File: src/rtl/vga_arb_pkg.sv
`default_nettype none
// ============================================================================
//  Module      : vga_arb_pkg
//  Description : Shared encodings for the VGA memory-cycle arbiter: arbiter
//                state values and memory-owner codes.
//  Revision    : 1.0  initial release
// ============================================================================
package vga_arb_pkg;

    // Arbiter states; values chosen so the state doubles as the owner code
    typedef enum logic [1:0] {
        IDLE  = 2'd0,
        G_CRT = 2'd1,
        G_WR  = 2'd2,
        G_RD  = 2'd3
    } arb_state_t;

    // Memory-owner codes presented on mem_owner
    localparam logic [1:0] OWNER_NONE = 2'd0;
    localparam logic [1:0] OWNER_CRT  = 2'd1;
    localparam logic [1:0] OWNER_WR   = 2'd2;
    localparam logic [1:0] OWNER_RD   = 2'd3;

endpackage : vga_arb_pkg
`default_nettype wire

File: src/rtl/vga_mem_arb.sv
`default_nettype none
// ============================================================================
//  Module      : vga_mem_arb
//  Description : Memory-cycle arbiter sharing the SVGA memory port between CRT
//                refresh fetch, CPU write FIFO drain and CPU read. One-hot
//                grants decoded from registered state, bounded write bursts,
//                and a starvation / FIFO-full boost for CPU writes.
//  Revision    : 1.0  initial release
// ============================================================================
module vga_mem_arb
    import vga_arb_pkg::*;
#(
    parameter int WR_MAX_BURST = 4,   // beats per CPU write grant (1..15)
    parameter int STARVE_LIMIT = 8    // cycles of write starvation before boost (1..255)
) (
    input  logic       mem_clk,
    input  logic       hreset,
    input  logic       crt_req,
    input  logic       cpu_wr_req,
    input  logic       cpu_rd_req,
    input  logic       m_cpu_ff_full,
    input  logic       svga_ack,
    output logic       crt_gnt,
    output logic       cpu_wr_gnt,
    output logic       cpu_rd_gnt,
    output logic [1:0] mem_owner,
    output logic       wr_boost
);

    // Last beat index of a write burst; beat_cnt+1 == WR_MAX_BURST <=> beat_cnt == this
    localparam logic [3:0] c_BEAT_LAST    = 4'(WR_MAX_BURST - 1);
    localparam logic [7:0] c_STARVE_LIMIT = 8'(STARVE_LIMIT);

    arb_state_t r_state;
    logic [3:0] r_beat_cnt;
    logic [7:0] r_starve_cnt;
    logic       r_wr_boost;

    logic       w_boost;
    arb_state_t w_idle_next;
    logic       w_enter_wr;
    logic       w_wr_exit;

    // Priority decision taken while the port is idle: boost > CRT > read > write
    function automatic arb_state_t idle_decide(
        input logic boost,
        input logic crt,
        input logic rd,
        input logic wr
    );
        arb_state_t nxt;
        nxt = IDLE;
        if (boost)    nxt = G_WR;
        else if (crt) nxt = G_CRT;
        else if (rd)  nxt = G_RD;
        else if (wr)  nxt = G_WR;
        return nxt;
    endfunction

    // Boost request, idle decision and write-burst termination conditions
    always_comb begin
        w_boost     = cpu_wr_req & (m_cpu_ff_full | (r_starve_cnt == c_STARVE_LIMIT));
        w_idle_next = idle_decide(w_boost, crt_req, cpu_rd_req, cpu_wr_req);
        w_enter_wr  = (r_state == IDLE) && (w_idle_next == G_WR);
        // CRT may only cut a non-boosted burst, and only at a beat boundary
        w_wr_exit   = ~cpu_wr_req
                    | (svga_ack & (r_beat_cnt == c_BEAT_LAST))
                    | (svga_ack & crt_req & ~r_wr_boost);
    end

    // Arbiter FSM with write-beat counter and boost flag; every release goes via IDLE
    always_ff @(posedge mem_clk or posedge hreset) begin
        if (hreset) begin
            r_state    <= IDLE;
            r_beat_cnt <= 4'd0;
            r_wr_boost <= 1'b0;
        end else begin
            case (r_state)
                IDLE: begin
                    r_state    <= w_idle_next;
                    r_wr_boost <= w_boost;
                    r_beat_cnt <= 4'd0;
                end
                G_CRT: begin
                    if (!crt_req) r_state <= IDLE;
                end
                G_RD: begin
                    if (svga_ack || !cpu_rd_req) r_state <= IDLE;
                end
                G_WR: begin
                    if (w_wr_exit) begin
                        r_state    <= IDLE;
                        r_beat_cnt <= 4'd0;
                        r_wr_boost <= 1'b0;
                    end else if (svga_ack) begin
                        r_beat_cnt <= r_beat_cnt + 4'd1;
                    end
                end
                default: begin
                    r_state    <= IDLE;
                    r_beat_cnt <= 4'd0;
                    r_wr_boost <= 1'b0;
                end
            endcase
        end
    end

    // Starvation counter: counts waiting cycles of a pending write, saturating
    always_ff @(posedge mem_clk or posedge hreset) begin
        if (hreset) begin
            r_starve_cnt <= 8'd0;
        end else if (!cpu_wr_req || w_enter_wr) begin
            r_starve_cnt <= 8'd0;
        end else if ((r_state != G_WR) && (r_starve_cnt < c_STARVE_LIMIT)) begin
            r_starve_cnt <= r_starve_cnt + 8'd1;
        end
    end

    // Grants and owner code decoded from registered state only
    always_comb begin
        crt_gnt    = (r_state == G_CRT);
        cpu_wr_gnt = (r_state == G_WR);
        cpu_rd_gnt = (r_state == G_RD);
        wr_boost   = r_wr_boost;
        case (r_state)
            G_CRT:   mem_owner = OWNER_CRT;
            G_WR:    mem_owner = OWNER_WR;
            G_RD:    mem_owner = OWNER_RD;
            default: mem_owner = OWNER_NONE;
        endcase
    end

endmodule : vga_mem_arb
`default_nettype wire

File: config.mk
export PLATFORM = sky130hd
export DESIGN_NAME = vga_mem_arb
export DESIGN_NICKNAME = d
export VERILOG_FILES = /design/src/rtl/vga_arb_pkg.sv /design/src/rtl/vga_mem_arb.sv
export SDC_FILE = /design/constraint.sdc
export NUM_CORES = 1
export LEC_CHECK = 0
export ABC_AREA = 0
export BUFFER_PORTS_ARGS = -buffer_cell sky130_fd_sc_hd__buf_2
export CORE_ASPECT_RATIO = 2
export CORE_MARGIN = 1
export CORE_UTILIZATION = 30
export DETAILED_ROUTE_END_ITERATION = 6
export HOLD_SLACK_MARGIN = 0.03
export SYNTH_ARGS = -nofsm -noshare
export SYNTH_HDL_FRONTEND = slang
export SYNTH_SLANG_ARGS = --single-unit
File: constraint.sdc
create_clock -name mem_clk -period 5.1 [get_ports mem_clk]
set_input_delay 0.51 -clock mem_clk [delete_from_list [all_inputs] [get_ports mem_clk]]
set_output_delay 0.51 -clock mem_clk [all_outputs]
set_load 0.1 [all_outputs]
== Yosys cells after proc, flatten, opt, wreduce, memory -nomap -nowiden ==
Index checks and enable logic that the tools add are counted.

* Add/sub/neg operators: 2
* $lt $le $gt $ge: 1
* Equal/unequal tests: 11
* Mux-type cells: 16
* Bitwise operators: 9
* Reductions and logical operators: 12

{| class="wikitable"
|+ Operators with widths
! operator !! count
|-
| 8-bit two-way mux || 2
|-
| 2-bit two-way mux || 7
|-
| 8-bit by 1-bit adder with 8-bit output (second input constant) || 1
|-
| 8-bit by 4-bit == test with 1-bit output (second input constant) || 1
|-
| 8-bit by 4-bit < comparator with 1-bit output (second input constant) || 1
|-
| 4-bit two-way mux || 2
|-
| 2-bit case mux with 4 select lines || 1
|-
| 4-bit case mux with 2 select lines || 1
|-
| 2-bit == test (second input constant) || 3
|-
| 2-bit case mux with 3 select lines || 1
|-
| 4-bit by 1-bit adder with 4-bit output (second input constant) || 1
|-
| 1-bit AND || 4
|-
| 4-bit by 2-bit == test with 1-bit output (second input constant) || 1
|-
| 2-bit by 1-bit inequality test with 1-bit output (second input constant) || 2
|-
| 2-bit inequality test (second input constant) || 2
|-
| 2-bit AND reduction || 2
|-
| 2-bit nonzero test || 2
|-
| 3-bit by 2-bit inequality test with 1-bit output (second input constant) || 1
|-
| 1-bit bitwise OR || 3
|-
| 3-bit AND reduction || 1
|-
| 2-bit by 1-bit == test with 1-bit output (second input constant) || 1
|-
| 1-bit logical AND || 2
|-
| 1-bit logical NOT || 2
|-
| 2-bit logical NOT || 1
|-
| 4 further kinds || 6
|}

* Register bits: 15
* Input bits: 7
* Output and inout bits: 6
* Word-level logic and storage cells: 55

== Depth between registers and ports, before layout ==
Gate-level depths: netlist (run 1).

* Depth after elaboration: 8
* Gate-level depth with buffers: 5

== Worst setup path before layout (run 1) ==
OpenSTA, ideal clock, no wires.

* Kind: flip-flop to output port
* Start point: register r_state[0]
* End point: output crt_gnt
* Arrival time: 1.974 ns
* Required time: 4.590 ns
* Path slack: 2.616 ns
* Stages on the path, launching flop included: 4
* Path through: dfrtp_1 clkbuf_1 inv_1 nor2_1

* Word-level cells in the longest chain between the ends: 1

{| class="wikitable"
|+ Ends and longest elaborated chain
! item !! line !! RTL
|-
| start, declared || vga_mem_arb.sv:34 || <nowiki>arb_state_t r_state;</nowiki>
|-
| start signal, assigned || vga_mem_arb.sv:80 || <nowiki>r_state <= w_idle_next;</nowiki>
|-
| 2-bit by 1-bit == test with 1-bit output || vga_mem_arb.sv:121 || <nowiki>crt_gnt = (r_state == G_CRT);</nowiki>
|-
| end, declared || vga_mem_arb.sv:23 || <nowiki>output logic crt_gnt,</nowiki>
|}

No other way between the ends.

== Worst setup path after layout (run 1) ==
* Start point: register r_state[1]
* End point: output cpu_wr_gnt

* Word-level cells in the longest chain between the ends: 1

{| class="wikitable"
|+ Ends and longest elaborated chain
! item !! line !! RTL
|-
| 2-bit == test || vga_mem_arb.sv:122 || <nowiki>cpu_wr_gnt = (r_state == G_WR);</nowiki>
|-
| end, declared || vga_mem_arb.sv:24 || <nowiki>output logic cpu_wr_gnt,</nowiki>
|}

No other way between the ends.

==> results of run 1 <==
where the power goes:
part           leakage [nW]  switching, W  internal (W)
Combinational         0.246      0.000224     0.0000642
Sequential            0.204     0.0000344      0.000138
Clock                0.0255     0.0000425     0.0000541
Total                 0.475      0.000301      0.000256
path summary, 6_finish.rpt:
| kind | startpoint | cells after the start | slack (ns) | to |
|---|---|---|---|---|
| setup / recovery | r_state[1] | 2 | 2.83 | cpu_wr_gnt |
| hold / removal | hreset | 2 | 0.31 | r_beat_cnt[1] |
| setup reg to reg | r_starve_cnt[4] | 3 | 3.12 | r_starve_cnt[3] |
| hold reg to reg | r_starve_cnt[4] | 2 | 0.51 | r_starve_cnt[4] |
| max in group asynchronous | hreset | 2 | 4.40 | wr_boost |
| min in group mem_clk | r_starve_cnt[4] | 2 | 0.51 | r_starve_cnt[4] |
cells by family after synthesis:
group,Yosys count
simple gates,29
compound gates,26
buf+inv,18
flops,15
fa+ha+maj,3
state kept, by name, indices dropped and copies added, names as in the netlist:
signal / cells
r_starve_cnt: 8
r_beat_cnt: 4
r_state: 2
wr_boost: 1
cells in the final DEF, fill, tap and decap left out, types with 3 or more instances in the layout:
master / count
a221oi_1: 3
nor2b_1: 4
clkbuf_8: 3
o31ai_1: 3
buf_2: 12
a211oi_1: 4
inv_1: 12
dfrtp_1: 15
nand2_1: 3
ha_1: 3
a22o_1: 3
layer usage:
layer  part of all wire  wire, um  GRT usage  vias up
li1                   -         -          -      362
met3              0.035        69     0.0279        5
met5                  0         0          0        -
met1               0.40       799      0.158      377
met4              0.023        46     0.0767        0
met2               0.54      1070      0.247       21
critical path, stage by stage (launching register included):
cell and delay, ns:
dfrtp_1 0.52, nor2b_1 0.47, buf_2 0.52
layout make-up:
cell class,instances,area [um^2],area share
clock buffers,3,41.3,0.0406
clock inverters,1,5.00,0.00493
inverters,12,45.0,0.0443
multi-input cells,58,453,0.446
flip-flops and latches,15,375,0.369
well taps,29,36.3,0.0357
repair buffers,12,60.1,0.0591
through the flow:
stage | worst slack [ns] | power (W) | utilization | instance area (um^2)
floorplan | 2.62 | 0.000416 | - | 903
CTS | 2.83 | 0.000561 | 0.362 | 1020
finish | 2.83 | 0.000558 | 0.362 | 1020
global route | 2.73 | 0.000591 | 0.362 | 1020
detailed placement | 3.11 | 0.000462 | 0.346 | 970
global placement | 3.12 | 0.000459 | 0.346 | 970
==> summary.txt, run 1 <==
Worst-Margin Slew - 0.740 ns
area grow syn2layout - 12.5%
syn nets - 101
Async SR Flop Fraction - 1.00
worst hold slack - 0.314 ns
cts repair resizes - 0
post-synthesis simple-gate area fraction - 0.220
Syn Inst Count - 91
Req. time, crit path - 4.59 ns
Antenna Cells - 0
vias in the first global route - 762
Synth top cells by count - dfrtp_1 (15), inv_1 (12), clkbuf_1 (5), a211oi_1 (4), nor2b_1 (4)
routability cong. - 0.826
total CTS buffers - 3
Final min period - 2.27 ns
P per Cell Area - 549 nW/um^2
Hold Vio Cnt, Final - 0
Hold Path Class - primary input to async pin
io pins - 13
CTS tree - done
DR vias/cell - 5.88
synthesis-stage register bit count - 15
GRT overflow - 0
Rows - 27
fin nets - 112
cell count after placement - 126
XOR/XNOR Fraction of Synth Area - 0
post-synthesis sequential area ratio - 0.416
DRT iter0 DRCs - 21
Post-Syn Area - 903 um^2
Remaining DRCs - 0
ys flop type - dfrtp_1
wire per inst - 15.3 um
Die Wd - 40.8 um
clock-pin slew on the worst setup and hold paths - 0.06 ns
Hold Buf Count CTS - 0
share of cells above drive strength 1 - 0.188
PortBufs - 12
status - completed
Synth Area in Adders - 0.0416
Root Buffer - clkbuf_8
Clock Sinks - 15
skew final - 0.00364 ns
synth unique cells - 38
final antenna-violating net count - 0
DP Wirelength - 1.48 mm
unrepaired setup endpoints after global routing - false
Synth Area per Inst - 9.93 um^2
cell taking the most area after synthesis - dfrtp_1
CP Launch Type - register
most common cell in the synthesized netlist - dfrtp_1
H-tree level count - 1
GR Util All Layers - 0.147
Synth Area in Compound Gates - 0.240
Setup TNS - 0 ns
Post-synth EDFFs - 0
initial antenna violation count - 0
relative slew slack - 0.507
fmax - 441 MHz
Synth top area share - 0.416
fin cells - 130
post-synthesis mux area share - 0
leak pwr - 0.475 nW
die span in y - 79.6 um
Slew Viols, Final - 0
Die ar. - 3250 um^2
total of max-cap violations - 0
drt first pass iters - 4
crit path DAT - 1.76 ns
CTS max path bufs - 2
largest net degree at the start of global routing - 16
CP endpoint kind - primary output
Worst Setup Path Type - register to primary output
largest cells by area after synthesis - dfrtp_1 (42%), inv_1 (5.0%), ha_1 (4.2%)
Layout fillers - 300
synth warn - 0
Max VDD drop - 0.182 mV
endpoints failing setup - 0
final period utilization - 0.444
Via Count - 765
main combinational cell family by area after synthesis - compound AO/OA/AOI/OAI gates
Post-CTS Setup Bufs - 0
first-pass GRT wire length - 3.33 mm
final WL - 1.99 mm
crit-path max FO - 11
Core Area - 2800 um^2
initial core utilization - 0.322
clock latency at the later pin of the worst-skew pair - 0.25 ns
Power figures use the tool's default switching activity.
==> inputs of run 2 (changes only) <==
--- a/config.mk
+++ b/config.mk
@@ -5,7 +5,7 @@
 export SDC_FILE = /design/constraint.sdc
 export NUM_CORES = 1
 export LEC_CHECK = 0
-export ABC_AREA = 0
+export ABC_AREA = 1
 export BUFFER_PORTS_ARGS = -buffer_cell sky130_fd_sc_hd__buf_2
 export CORE_ASPECT_RATIO = 2
 export CORE_MARGIN = 1
==> constraint.sdc (replaced) <==
create_clock -name mem_clk -period 2.2 [get_ports mem_clk]
set_input_delay 0.22 -clock mem_clk [delete_from_list [all_inputs] [get_ports mem_clk]]
set_output_delay 0.22 -clock mem_clk [all_outputs]
set_load 0.1 [all_outputs]
==> summary.txt, run 2 <==
Tot Pwr - 0.00128 W (+130%)
Post-CTS Setup Bufs - 0 (unchanged)
crit-path max FO - 8 (-3)
leading cell types in the layout, fill and taps excluded - inv_1 (18), nand2_1 (16), dfrtp_1 (15)
Final min period - 1.68 ns
GRT overflow - 0 (unchanged)
DRT iter0 DRCs - 12 (-43%)
unrepaired setup endpoints after global routing - false
clock-pin slew on the worst setup and hold paths - 0.06 ns (about the same)
ys flop type - dfrtp_1
CP endpoint kind - primary output
Die ar. - 2900 um^2 (-11%)
Max VDD drop - 0.641 mV (+250%)
final period utilization - 0.761
final WL - 1.60 mm (-19%)
Worst Setup EP - crt_gnt
post-synthesis sequential area ratio - 0.468 (+0.0525)
commonest non-fill, non-tap cell in the layout - inv_1
Core Area - 2540 um^2 (-9.5%)
max FFs per register - 8 (unchanged)
CTS max path bufs - 2 (unchanged)
DP Wirelength - 1.25 mm (-15%)
skew final - 0.00242 ns (-0.00122 ns)
leak pwr - 0.480 nW (+1.0%)
fmax - 597 MHz
CP Launch Type - register
Antenna Cells - 0 (unchanged)
H-tree level count - 1 (unchanged)
wire per inst - 11.4 um (-26%)
die span in y - 75.1 um (-5.6%)
initial core utilization - 0.316 (-0.00610)
clock latency at the later pin of the worst-skew pair - 0.25 ns (about the same)
GR Util All Layers - 0.122 (-0.0246)
Clock Sinks - 15 (unchanged)
synth unique cells - 20 (-47%)
area grow syn2layout - 15.3%
Setup TNS - 0 ns (unchanged)
Worst Setup Path Type - register to primary output
DR vias/cell - 4.71 (-20%)
Post-Syn Area - 802 um^2 (-11%)
Synth top cells by count - inv_1 (18), nand2_1 (16), dfrtp_1 (15), nor2_1 (14), nand3_1 (8)
largest cells by area after synthesis - dfrtp_1 (47%), inv_1 (8.4%), nand2_1 (7.5%)
Async SR Flop Fraction - 1.00 (unchanged)
first-pass GRT wire length - 2.49 mm (-25%)
Most flops, register - r_starve_cnt
Post-synth EDFFs - 0 (unchanged)
Synth Area per Inst - 8.02 um^2 (-19%)
Synth top area share - 0.468 (+0.0525)
total CTS buffers - 3 (unchanged)
P per Cell Area - 1380 nW/um^2 (+150%)
share of cells above drive strength 1 - 0.195 (+0.00657)
routability cong. - 0.721 (-13%)
vias in the first global route - 650 (-15%)
R2R Setup Slk - 0.69 ns (-2.43 ns)
relative slew slack - 0.620 (+0.113)
synthesis-stage register bit count - 15 (unchanged)
final worst slack - 0.525 ns (-2.31 ns)
drt first pass iters - 4 (unchanged)
io pins - 13 (unchanged)
RR Startpoint - r_starve_cnt[0]
Die Wd - 38.6 um (-5.5%)
Slew Viols, Final - 0 (unchanged)
worst slack at placement - 0.715 ns (-2.39 ns)
endpoints failing setup - 0 (unchanged)
Req. time, crit path - 1.98 ns (-2.61 ns)
largest net degree at the start of global routing - 16 (unchanged)
Syn Inst Count - 100 (+9.9%)
crit path DAT - 1.46 ns (-0.30 ns)
Worst-Margin Slew - 0.569 ns (-0.171 ns)
PortBufs - 12 (unchanged)
CTS tree - done
Reg-to-Reg End - r_starve_cnt[7]
fin nets - 124 (+11%)
Via Count - 664 (-13%)
synth warn - 0 (unchanged)
worst hold slack - 0.0209 ns (-0.293 ns)
total of max-cap violations - 0 (unchanged)
Finished Core Util - 0.364 (+0.00206)
Hold Buf Count CTS - 0 (unchanged)
Hold Vio Cnt, Final - 0 (unchanged)
cell taking the most area after synthesis - dfrtp_1
Hold Path Class - primary input to async pin
final antenna-violating net count - 0 (unchanged)
Rows - 26 (-3.7%)
Remaining DRCs - 0 (unchanged)
most common cell in the synthesized netlist - inv_1
Worst Reg-to-Reg Cells - 9 (+6)
syn nets - 110 (+8.9%)
status - completed
Layout fillers - 264 (-12%)
Root Buffer - clkbuf_8
largest registers - r_starve_cnt x8, r_beat_cnt x4, r_state x2
Crit. Startpoint - r_state[0]
cts repair resizes - 0 (unchanged)
initial antenna violation count - 0 (unchanged)
run 2: changes by cell type in the layout (fill, tap and decap cells not counted), sizes merged, moves of 3 or more:
| cell | delta |
|---|---|
| nand2 | +14 |
| nor2 | +14 |
| inv | +7 |
| nand3 | +7 |
| o21ai | +5 |
| a211oi | -4 |
| a221oi | -4 |
| nor2b | -4 |
| xor2 | +4 |
| a22o | -3 |
| or4 | -3 |
run 2: cell type report:
type / instances / area [um^2] / share of cell area
Timing Repair Buffer: 12 / 60.1 / 0.0650
Inverter: 19 / 71.3 / 0.0771
Clock buffer: 4 / 45.0 / 0.0487
Multi-Input combinational cell: 63 / 338 / 0.365
Sequential cell: 15 / 375 / 0.406
Tap cell: 28 / 35.0 / 0.0379
run 2: logic make-up (layout without fill, tap and decap cells):
group           Yosys count  in the layout  share of synthesized area
simple gates             47             47                      0.271
buf+inv                  22             35                      0.111
flops                    15             15                      0.468
compound gates            9              9                     0.0593
xor+xnor                  4              4                     0.0437
fa+ha+maj                 3              3                     0.0468
run 2: stage by stage:
| step | instances | cell area [um^2] |
|---|---|---|
| global route | 141 | 925 |
| floorplan | 100 | 802 |
| detailed placement | 137 | 880 |
| CTS | 141 | 925 |
| finish | 141 | 925 |
| global placement | 137 | 880 |
run 2: how the worst min path moves through the flow:
stage | end | slack [ns] | from | depth (start not counted)
after floorplan | r_beat_cnt[0] | 0.12 | hreset | 1
after CTS | r_starve_cnt[6] | 0.04 | hreset | 2
final | r_starve_cnt[7] | 0.02 | hreset | 2
after detailed placement | r_starve_cnt[6] | 0.31 | hreset | 2
after global placement | r_beat_cnt[3] | 0.29 | hreset | 2
after global routing | r_beat_cnt[2] | 0.08 | hreset | 2
run 2: critical path, cell delays in order (launching register included):
cell     delay [ns]
dfrtp_1        0.48
inv_1          0.13
nor2_1         0.15
buf_2          0.45
run 2: layer usage:
| layer | global-route usage | routed length [um] | vias up |
|---|---|---|---|
| li1 | - | - | 330 |
| met1 | 0.113 | 643 | 313 |
| met2 | 0.233 | 863 | 17 |
| met3 | 0.0265 | 64 | 4 |
| met4 | 0.0575 | 31 | 0 |
| met5 | 0 | 0 | - |
run 2: power by group:
group | total (W) | switching [W] | internal [W]
Combinational | 0.000672 | 0.000544 | 0.000128
Sequential | 0.000386 | 0.0000601 | 0.000326
Clock | 0.000219 | 0.0000911 | 0.000128
==> inputs of run 3 (changes only) <==
==> constraint.sdc (replaced) <==
create_clock -name mem_clk -period 1.5 [get_ports mem_clk]
set_input_delay 0.15 -clock mem_clk [delete_from_list [all_inputs] [get_ports mem_clk]]
set_output_delay 0.15 -clock mem_clk [all_outputs]
set_load 0.1 [all_outputs]
==> summary.txt, run 3 (synthesis results as in run 2) <==
Hold Path Class - primary input to register
final WL - 1.61 mm (+0.62%)
drt first pass iters - 4 (unchanged)
fin area - 1050 um^2 (+13%)
total CTS buffers - 3 (unchanged)
fin nets - 128 (+3.2%)
CP endpoint kind - primary output
Seq pwr share - 0.271 (-0.031)
clock-pin slew on the worst setup and hold paths - 0.06 ns (about the same)
Antenna Cells - 0 (unchanged)
Remaining DRCs - 0 (unchanged)
Die Wd - 38.6 um (unchanged)
final antenna-violating net count - 0 (unchanged)
routability cong. - 0.849 (+18%)
PortBufs - 12 (unchanged)
Final min period - 1.43 ns
Slew Viols, Final - 0 (unchanged)
H-tree level count - 1 (unchanged)
Req. time, crit path - 1.35 ns (-0.63 ns)
Die ar. - 2900 um^2 (unchanged)
Crit path max-delay family - buffers and inverters
CP Launch Type - register
wire per inst - 11.1 um (-2.2%)
vias in the first global route - 676 (+4.0%)
first-pass GRT wire length - 2.81 mm (+13%)
Via Count - 675 (+1.7%)
leak pwr - 0.502 nW (+4.7%)
GR Util All Layers - 0.139 (+0.0169)
CP peak stage delay - 0.46 ns (-0.02 ns)
cell depth of the worst setup path - 4 (+1)
Hold Path Stages - 3
fmax - 698 MHz
cell at the slowest stage of the critical path - dfrtp_2
DRT iter0 DRCs - 19 (+7)
total of max-cap violations - 0 (unchanged)
post-placement cell area - 982 um^2 (+12%)
relative slew slack - 0.611 (-0.00945)
P per Cell Area - 2040 nW/um^2 (+48%)
area grow syn2layout - 30.7%
Net Sw Frac - 0.507 (-0.0370)
share of cells above drive strength 1 - 0.274 (+0.0788)
Worst Reg-to-Reg Cells - 9 (unchanged)
Setup TNS - 0 ns (unchanged)
Clock Sinks - 15 (unchanged)
status - completed
Root Buffer - clkbuf_8
Post-CTS Setup Bufs - 0 (unchanged)
Most flops, register - r_starve_cnt
skew final - 0.00286 ns (+0.000434 ns)
io pins - 13 (unchanged)
endpoints failing setup - 0 (unchanged)
CP Cell Sequence - buf_4 -> nand2_1 -> clkinvlp_4 -> buf_12
max FFs per register - 8 (unchanged)
final period utilization - 0.955
die span in y - 75.1 um (unchanged)
largest registers - r_starve_cnt x8, r_beat_cnt x4, r_state x2
leading cell types in the layout, fill and taps excluded - nand2_1 (16), inv_1 (16), nor2_1 (13)
initial core utilization - 0.316 (unchanged)
GRT overflow - 0 (unchanged)
Worst-Margin Slew - 0.584 ns (+0.0142 ns)
internal power - 0.00105 W (+81%)
unrepaired setup endpoints after global routing - false
Worst Setup Path Type - register to primary output
initial antenna violation count - 0 (unchanged)
DR vias/cell - 4.66 (-1.1%)
Core Area - 2540 um^2 (unchanged)
DP Wirelength - 1.30 mm (+3.9%)
Max VDD drop - 0.891 mV (+39%)
Rows - 26 (unchanged)
Finished Core Util - 0.413 (+0.0488)
clock latency at the later pin of the worst-skew pair - 0.24 ns (about the same)
largest net degree at the start of global routing - 16 (unchanged)
Comb power frac - 0.580 (+0.054)
CTS max path bufs - 2 (unchanged)
Buf/Inv on CP - 3 (+1)
Hold Vio Cnt, Final - 0 (unchanged)
CTS tree - done
Sw Pwr - 0.00108 W (+56%)
crit-path max FO - 6 (-2)
clock share of power - 0.148 (-0.024)
crit path DAT - 1.28 ns (-0.18 ns)
==> run 3: cell count changes in the layout (fill, tap and decap cells not counted), moves of 2 or more <==
| cell | previous run | this run |
|---|---|---|
| buf_12 | 0 | 4 |
| dfrtp_2 | 0 | 3 |
| nor2_4 | 0 | 2 |
| dfrtp_1 | 15 | 12 |
| buf_2 | 12 | 8 |
| inv_1 | 18 | 16 |
| buf_4 | 0 | 3 |
==> run 3: worst paths after layout <==
path                                   end  slack, ns            start
max                             cpu_rd_gnt       0.07       r_state[1]
min in group asynchronous    r_beat_cnt[2]       0.51           hreset
max reg2reg                r_starve_cnt[4]       0.12  r_starve_cnt[0]
min reg2reg                r_starve_cnt[5]       0.49  r_starve_cnt[5]
min                             r_state[0]       0.17          crt_req
max in group asynchronous       r_state[0]       0.57           hreset
==> run 3: worst min-delay path: cells and delay by family <==
| family | cells | cell delay, ns |
|---|---|---|
| buffers and inverters | 1 | 0.10 |
| AND/OR/NAND/NOR | 2 | 0.13 |
==> run 3: metal layers <==
metal	global-route usage	vias up	share of wire
met5	0	-	0
met4	0.0805	0	0.025
met3	0.0236	4	0.030
met2	0.252	10	0.59
met1	0.140	323	0.35
li1	-	338	-
==> run 3: what timing repair did <==
| item | 4_1_cts | 5_1_grt |
|---|---|---|
| gates resized for setup | 0 | 6 |
| hold endpoints to repair | 15 | 0 |
| hold buffers | 1 | 0 |
| setup endpoints to repair | 0 | 15 |
==> run 3: stage by stage <==
stage / worst slack, ns / power (W) / hold WS (ns) / instances
after floorplan: -0.00367 / 0.00148 / 0.0514 / 100
after global placement: 0.117 / 0.00179 / 0.237 / 140
after detailed placement: 0.0305 / 0.00181 / 0.241 / 140
after CTS: 0.0113 / 0.00214 / 0.174 / 145
after global routing: 0.000418 / 0.00226 / 0.211 / 145
final: 0.0682 / 0.00214 / 0.171 / 145
==> run 3: power by group through the flow <==
stage,Sequential [W],Combinational (W),Clock (W)
floorplan,0.000620,0.000855,0
global placement,0.000575,0.00121,0
detailed placement,0.000581,0.00123,0
CTS,0.000573,0.00124,0.000330
global route,0.000595,0.00132,0.000347
finish,0.000579,0.00124,0.000317
==> run 3: cell type report <==
type / count / area (um^2)
Fill cell: 269 / 1490
Inverter: 19 / 77.6
Timing Repair Buffer: 16 / 153
Clock buffer: 4 / 45.0
Tap cell: 28 / 35.0
Sequential cell: 15 / 379
Multi-Input combinational cell: 63 / 359
